### src/rtl/vga_pkg.sv
// Shared constants for the VGA banner generator: default 640x480@60 timing,
// character codes, the message table and the 8x8 glyph bitmaps.
package vga_pkg;

  localparam int DEF_H_VISIBLE = 640;
  localparam int DEF_H_FP      = 16;
  localparam int DEF_H_SYNC    = 96;
  localparam int DEF_H_BP      = 48;
  localparam int DEF_V_VISIBLE = 480;
  localparam int DEF_V_FP      = 10;
  localparam int DEF_V_SYNC    = 2;
  localparam int DEF_V_BP      = 33;

  localparam logic [1:0] MSG_LOSE  = 2'd0;
  localparam logic [1:0] MSG_WIN   = 2'd1;
  localparam logic [1:0] MSG_PAUSE = 2'd2;
  localparam logic [1:0] MSG_BLANK = 2'd3;

  typedef enum logic [3:0] {
    CH_SPACE = 4'd0,
    CH_Y     = 4'd1,
    CH_O     = 4'd2,
    CH_U     = 4'd3,
    CH_L     = 4'd4,
    CH_S     = 4'd5,
    CH_E     = 4'd6,
    CH_W     = 4'd7,
    CH_I     = 4'd8,
    CH_N     = 4'd9,
    CH_P     = 4'd10,
    CH_A     = 4'd11,
    CH_D     = 4'd12
  } char_t;

  function automatic int max3(input int a, input int b, input int c);
    int m;
    m = (a > b) ? a : b;
    return (m > c) ? m : c;
  endfunction

  // Character 0 of every message sits in the most significant nibble.
  function automatic char_t msg_char(input logic [1:0] msg, input logic [2:0] idx);
    logic [31:0] text;
    case (msg)
      MSG_LOSE:  text = {CH_Y, CH_O, CH_U, CH_SPACE, CH_L, CH_O, CH_S, CH_E};
      MSG_WIN:   text = {CH_Y, CH_O, CH_U, CH_SPACE, CH_W, CH_I, CH_N, CH_SPACE};
      MSG_PAUSE: text = {CH_P, CH_A, CH_U, CH_S, CH_E, CH_D, CH_SPACE, CH_SPACE};
      default:   text = '0;
    endcase
    return char_t'(text[{~idx, 2'b00} +: 4]);
  endfunction

  // Bitmaps are row 0 (top) in the most significant byte; bit 7 is the leftmost column.
  function automatic logic [7:0] glyph_row(input char_t code, input logic [2:0] row);
    logic [63:0] bmp;
    case (code)
      CH_Y:    bmp = 64'h4242_2418_1818_1800;
      CH_O:    bmp = 64'h3C42_4242_4242_3C00;
      CH_U:    bmp = 64'h4242_4242_4242_3C00;
      CH_L:    bmp = 64'h4040_4040_4040_7E00;
      CH_S:    bmp = 64'h3C40_403C_0202_3C00;
      CH_E:    bmp = 64'h7E40_407C_4040_7E00;
      CH_W:    bmp = 64'h4242_4242_5A66_4200;
      CH_I:    bmp = 64'h3C18_1818_1818_3C00;
      CH_N:    bmp = 64'h4262_524A_4642_4200;
      CH_P:    bmp = 64'h7C42_427C_4040_4000;
      CH_A:    bmp = 64'h1824_4242_7E42_4200;
      CH_D:    bmp = 64'h7844_4242_4244_7800;
      default: bmp = '0;
    endcase
    return bmp[{~row, 3'b000} +: 8];
  endfunction

endpackage

### src/rtl/vga_glyph_rom.sv
// Glyph bitmap ROM with a registered output; advances only on pixel ticks.
module vga_glyph_rom
  import vga_pkg::*;
(
  input  logic       clk,
  input  logic       clr_n,
  input  logic       pix_en,
  input  logic [3:0] code,
  input  logic [2:0] row,
  output logic [7:0] bits
);

  always_ff @(posedge clk or negedge clr_n) begin
    if (!clr_n) begin
      bits <= '0;
    end else if (pix_en) begin
      bits <= glyph_row(char_t'(code), row);
    end
  end

endmodule

### src/rtl/vga_banner_gen.sv
// VGA timing generator with a scaled 8-character text banner and optional border.
// Counters -> geometry/glyph fetch -> colour mux; sync and vidon ride the same pipe.
module vga_banner_gen
  import vga_pkg::*;
#(
  parameter int H_VISIBLE = DEF_H_VISIBLE,
  parameter int H_FP      = DEF_H_FP,
  parameter int H_SYNC    = DEF_H_SYNC,
  parameter int H_BP      = DEF_H_BP,
  parameter int V_VISIBLE = DEF_V_VISIBLE,
  parameter int V_FP      = DEF_V_FP,
  parameter int V_SYNC    = DEF_V_SYNC,
  parameter int V_BP      = DEF_V_BP,
  parameter int SYNC_ACT  = 0,
  parameter int SCALE_SH  = 2,
  parameter int TXT_X     = 192,
  parameter int TXT_Y     = 224,
  parameter int BORDER_W  = 10
) (
  input  logic        clk,
  input  logic        clr_n,
  input  logic        pix_en,
  input  logic [1:0]  msg_sel,
  input  logic [11:0] fg_rgb,
  input  logic [11:0] bg_rgb,
  input  logic        border_en,
  output logic        hsync,
  output logic        vsync,
  output logic [3:0]  r,
  output logic [3:0]  g,
  output logic [3:0]  b,
  output logic        vidon,
  output logic        frame_start
);

  localparam int H_TOTAL = H_VISIBLE + H_FP + H_SYNC + H_BP;
  localparam int V_TOTAL = V_VISIBLE + V_FP + V_SYNC + V_BP;
  localparam int CW      = max3(10, $clog2(H_TOTAL), $clog2(V_TOTAL));

  localparam logic [CW-1:0] H_LAST   = CW'(H_TOTAL - 1);
  localparam logic [CW-1:0] V_LAST   = CW'(V_TOTAL - 1);
  localparam logic [CW-1:0] H_VIS    = CW'(H_VISIBLE);
  localparam logic [CW-1:0] V_VIS    = CW'(V_VISIBLE);
  localparam logic [CW-1:0] HS_START = CW'(H_VISIBLE + H_FP);
  localparam logic [CW-1:0] HS_END   = CW'(H_VISIBLE + H_FP + H_SYNC);
  localparam logic [CW-1:0] VS_START = CW'(V_VISIBLE + V_FP);
  localparam logic [CW-1:0] VS_END   = CW'(V_VISIBLE + V_FP + V_SYNC);
  localparam logic [CW-1:0] BW       = CW'(BORDER_W);
  localparam logic [CW-1:0] H_BR     = CW'(H_VISIBLE - BORDER_W);
  localparam logic [CW-1:0] V_BR     = CW'(V_VISIBLE - BORDER_W);

  localparam logic signed [CW:0] TXT_XS = (CW+1)'(TXT_X);
  localparam logic signed [CW:0] TXT_YS = (CW+1)'(TXT_Y);
  localparam logic signed [CW:0] TXT_W  = (CW+1)'(64 << SCALE_SH);
  localparam logic signed [CW:0] TXT_H  = (CW+1)'(8 << SCALE_SH);

  localparam logic SYNC_ON = 1'(SYNC_ACT);

  logic [CW-1:0] hcount;
  logic [CW-1:0] vcount;
  logic          h_wrap;
  logic          v_wrap;
  logic          frame_wrap;

  logic [1:0]    msg_l;
  logic [11:0]   fg_l;
  logic [11:0]   bg_l;
  logic          border_l;

  logic signed [CW:0] dx_p0;
  logic signed [CW:0] dy_p0;
  logic          in_txt_p0;
  logic          vld_p0;
  logic          border_p0;
  logic          hs_p0;
  logic          vs_p0;
  logic [3:0]    code_p0;

  logic [7:0]    bits_p1;
  logic [2:0]    col_p1;
  logic          in_txt_p1;
  logic          vld_p1;
  logic          border_p1;
  logic          hs_p1;
  logic          vs_p1;
  logic          txt_bit_p1;

  logic [11:0]   rgb_p2;
  logic          vld_p2;
  logic          hs_p2;
  logic          vs_p2;

  // ---- stage 0: raster counters and frame-coherent control latch ----
  assign h_wrap     = (hcount == H_LAST);
  assign v_wrap     = (vcount == V_LAST);
  assign frame_wrap = h_wrap && v_wrap;

  always_ff @(posedge clk or negedge clr_n) begin
    if (!clr_n) begin
      hcount      <= '0;
      vcount      <= '0;
      frame_start <= 1'b0;
    end else begin
      // A pulse, not state: drops after one clk even if the next tick is far off.
      frame_start <= pix_en && frame_wrap;
      if (pix_en) begin
        hcount <= h_wrap ? '0 : hcount + 1'b1;
        if (h_wrap) begin
          vcount <= v_wrap ? '0 : vcount + 1'b1;
        end
      end
    end
  end

  always_ff @(posedge clk or negedge clr_n) begin
    if (!clr_n) begin
      msg_l    <= MSG_BLANK;
      fg_l     <= '0;
      bg_l     <= '0;
      border_l <= 1'b0;
    end else if (pix_en && frame_wrap) begin
      msg_l    <= msg_sel;
      fg_l     <= fg_rgb;
      bg_l     <= bg_rgb;
      border_l <= border_en;
    end
  end

  assign dx_p0 = $signed({1'b0, hcount}) - TXT_XS;
  assign dy_p0 = $signed({1'b0, vcount}) - TXT_YS;

  // Sign bit set means left of / above the banner, so clipping needs no extra test.
  assign in_txt_p0 = !dx_p0[CW] && (dx_p0 < TXT_W) && !dy_p0[CW] && (dy_p0 < TXT_H);
  assign vld_p0    = (hcount < H_VIS) && (vcount < V_VIS);
  assign border_p0 = border_l && ((hcount < BW) || (hcount >= H_BR) ||
                                  (vcount < BW) || (vcount >= V_BR));
  assign hs_p0     = ((hcount >= HS_START) && (hcount < HS_END)) ? SYNC_ON : ~SYNC_ON;
  assign vs_p0     = ((vcount >= VS_START) && (vcount < VS_END)) ? SYNC_ON : ~SYNC_ON;
  assign code_p0   = msg_char(msg_l, dx_p0[SCALE_SH+3 +: 3]);

  // ---- stage 1: glyph row fetch and geometry flags ----
  vga_glyph_rom u_rom (
    .clk    (clk),
    .clr_n  (clr_n),
    .pix_en (pix_en),
    .code   (code_p0),
    .row    (dy_p0[SCALE_SH +: 3]),
    .bits   (bits_p1)
  );

  always_ff @(posedge clk or negedge clr_n) begin
    if (!clr_n) begin
      col_p1    <= '0;
      in_txt_p1 <= 1'b0;
      vld_p1    <= 1'b0;
      border_p1 <= 1'b0;
      hs_p1     <= ~SYNC_ON;
      vs_p1     <= ~SYNC_ON;
    end else if (pix_en) begin
      col_p1    <= dx_p0[SCALE_SH +: 3];
      in_txt_p1 <= in_txt_p0;
      vld_p1    <= vld_p0;
      border_p1 <= border_p0;
      hs_p1     <= hs_p0;
      vs_p1     <= vs_p0;
    end
  end

  // ---- stage 2: colour mux ----
  assign txt_bit_p1 = in_txt_p1 && bits_p1[~col_p1];

  always_ff @(posedge clk or negedge clr_n) begin
    if (!clr_n) begin
      rgb_p2 <= '0;
      vld_p2 <= 1'b0;
      hs_p2  <= ~SYNC_ON;
      vs_p2  <= ~SYNC_ON;
    end else if (pix_en) begin
      vld_p2 <= vld_p1;
      hs_p2  <= hs_p1;
      vs_p2  <= vs_p1;
      if (!vld_p1) begin
        rgb_p2 <= '0;
      end else if (txt_bit_p1 || border_p1) begin
        rgb_p2 <= fg_l;
      end else begin
        rgb_p2 <= bg_l;
      end
    end
  end

  assign hsync = hs_p2;
  assign vsync = vs_p2;
  assign vidon = vld_p2;
  assign r     = rgb_p2[11:8];
  assign g     = rgb_p2[7:4];
  assign b     = rgb_p2[3:0];

endmodule

### config.mk
export PLATFORM = sky130hd
export DESIGN_NAME = vga_banner_gen
export DESIGN_NICKNAME = d
export VERILOG_FILES = /design/src/rtl/vga_pkg.sv /design/src/rtl/vga_glyph_rom.sv /design/src/rtl/vga_banner_gen.sv
export SDC_FILE = /design/constraint.sdc
export NUM_CORES = 1
export LEC_CHECK = 0
export CORE_ASPECT_RATIO = 1.2
export CORE_MARGIN = 2
export CORE_UTILIZATION = 53
export CTS_CLUSTER_SIZE = 10
export DETAILED_ROUTE_END_ITERATION = 7
export PLACE_DENSITY = 0.75
export SLEW_MARGIN = 10
export SYNTH_ARGS = -nofsm -noshare
export SYNTH_HDL_FRONTEND = slang
export SYNTH_SLANG_ARGS = --single-unit
### constraint.sdc
create_clock -name clk -period 4.1 [get_ports clk]
set_input_delay 1.23 -clock clk [delete_from_list [all_inputs] [get_ports clk]]
set_output_delay 1.23 -clock clk [all_outputs]
set_load 0.01 [all_outputs]
==> impl_metrics.yaml <==
route:
  ant_nets: 0
  wire_per_inst_um: 17.0
  drc_errors: 0
  first_iter_violations: 308
  avgViaCountPerCell: 6.02
  routed_wl_mm: 11.5
  vias: 4063
  firstDrtPassIters: 5
die:
  placementRows: 37
  io_pins: 46
  fp.dieH_um: 106
  coreArea_mm2: 0.00852
  start_util_pct: 54.3
  die_width_um: 89.3
  dieArea_mm2: 0.00949
clock_network:
  cts_buffers: 9
  cts_setup_buffers: 0
  htreeDepth: 3
  cts.sinks: 77
  insertion_delay_ns: 0.35
  clkTransAtPathRegs_ns: 0.08
  cts_buffer_depth: 2
  cts_tree: "done"
  root_buffer: "clkbuf_8"
  ctsResizeCount: 0
  ctsHoldBuffers: 0
min_path:
  min_path_type: "flip-flop to flip-flop"
placement:
  dp_slack_ns: 0.468
  dp_hpwl_mm: 7.82
  gp_congestion: 0.974
  placed_area_mm2: 0.00513
  io_buffers: 45
synth:
  synthAdderAreaFrac_pct: 5.14
  ys_seq_area_share_pct: 41.8
  yosys-top-cells-area: "dfrtp_1, nand2_1, ha_1, dfstp_2, nor2_1"
  syn_avg_cell_area_um2: 8.93
  yosys-mux-area-fraction_pct: 4.52
  synth_edf_count: 0
  ys.warnings.count: 0
  ys_dominant_reg_cell: "dfrtp_1"
  synth.distinct_cells: 73
  synth_compound_area_share_pct: 17.0
  syn_nets: 567
  synth_most_common_cell: "nand2_1"
  netlist_area_mm2: 0.00462
  synth_top_area_share_pct: 38.4
  synth-xor-area-share_pct: 2.46
  syn_inst: 518
  synth_commonest_cells: "nand2_1, dfrtp_1, nor2_1, o21ai_0"
  synth_top_area_cell: "dfrtp_1"
  synth_top_family_by_area: "simple AND/OR/NAND/NOR gates"
  synth.ff_latch_count: 77
  async_reset_ff_share_pct: 100
  synthSimpleGateAreaFrac_pct: 23.9
timing:
  worst_slew_pin_slew_ns: 0.954
  holdWs_ns: 0.481
  fin_crit_sh_pct: 92.1
  hold_viol: 0
  fmax_ghz: 0.265
  tns_ns: 0
  rsz0062_at_grt: "no"
  slew_headroom_pct: 36.4
  period_needed_ns: 3.78
  slew_viol_final: 0
  skew_ns: 0.0105
  finalSetupViolCount: 0
  setup_slack_ns: 0.323
cells_and_area:
  register_area_mm2: 0.00193
  nets: 602
  n_antenna_cell: 0
  design_area_mm2: 0.00538
  fin_util_pct: 63.2
  multi_input_area_mm2: 0.00245
  syn_to_final_growth_pct: 16.4
  drive_gt1_share_pct: 10.9
  n_fill_cell: 737
pwr:
  peakVddDrop_v: 0.000285
  power_density_mw_per_mm2: 390
  power.leakage_nw: 2.53
setup_path:
  start_kind: "flip-flop"
  endpoint_kind: "flip-flop"
  path_class: "flip-flop to flip-flop"
  crit_fanout: 14
  worstPathRequired_ns: 4.31
  cp.arrival_ns: 3.98
run_status:
  outcome: "finished clean"
grt:
  antenna_found_initial: 0
  grt_pass1_vias: 3998
  grt_max_degree: 78
  grt_pass1_wl_mm: 19.4
  grt_util_all_layers_pct: 26.0
  grt_overflow: 0
run:
  cap_violations: 0
[per-layer routing]
metal / vias up / global-route usage (%) / share of wire [%]
met5: - / 0 / 0
met4: 0 / 12.2 / 3.1
met3: 31 / 4.97 / 6.0
met2: 189 / 41.1 / 50
met1: 1948 / 34.3 / 41
li1: 1895 / - / -
[worst max-delay path: stages, from the launching register on]
cell	delay, ns
dfrtp_1	0.67
inv_2	0.21
ha_1	0.61
nand3b_4	0.24
nand2_2	0.08
a211oi_4	0.25
inv_2	0.11
ha_1	0.30
o21ai_0	0.19
a21oi_1	0.12
o211a_1	0.24
nor4_1	0.41
o22ai_1	0.19
[cell type report]
type | instances | area share [%]
clock inverters | 4 | 2.23
multi-input cells | 391 | 45.6
well taps | 117 | 2.72
inverters | 19 | 1.32
flip-flops and latches | 77 | 35.9
repair buffers | 55 | 9.72
clock buffers | 12 | 2.51
[registers in the layout, summed over array words and instances (netlist names), 2 cells and up]
| signal | cells |
|---|---|
| rgb_p2 | 12 |
| bg_l | 12 |
| fg_l | 12 |
| hcount | 10 |
| msg_l | 2 |
| u_rom.bits | 6 |
| col_p1 | 3 |
| vcount | 10 |
[kinds of logic after synthesis]
logic type      count (synthesis)
compound gates                108
fa+ha+maj                      19
buf+inv                        50
mux                            20
simple gates                  231
flops                          77
xor+xnor                       13
[path summary, 6_finish.rpt]
check	depth (start not counted)	to	start	slack (ns)
min in group asynchronous	1	vcount[3]	clr_n	1.00
max reg2reg	12	u_rom.bits[3]	hcount[6]	0.32
max in group asynchronous	1	u_rom.bits[5]	clr_n	2.46
min	2	fg_l[10]	fg_l[10]	0.48
min reg2reg	2	fg_l[10]	fg_l[10]	0.48
max	12	u_rom.bits[3]	hcount[6]	0.32
[placed cells by master, fill, tap and decap left out, types with 8 or more instances in the layout]
cell type	instances
o21ai_0	26
clkbuf_8	9
a31oi_1	8
nor3_1	13
dfrtp_1	71
nor2_1	39
a21oi_1	19
inv_1	16
mux2i_1	13
buf_4	11
ha_1	19
clkdlybuf4s50_1	44
nand4_1	12
o2bb2ai_1	14
xnor2_1	8
nand3_1	16
nand2_1	108
[through the flow]
step	total power, mW	std cells
3_3_place_gp	1.35	659
4_1_cts	2.10	675
3_5_place_dp	1.36	659
5_1_grt	2.19	675
2_1_floorplan	1.23	518
6_report	2.10	675
[report_power, final]
group          internal [mW]  total [mW]  switching [mW]
Combinational          0.187       0.420           0.233
Clock                  0.467       0.743           0.276
Sequential             0.822       0.935           0.113
Total                   1.48        2.10           0.622
Power figures use the tool's default switching activity.
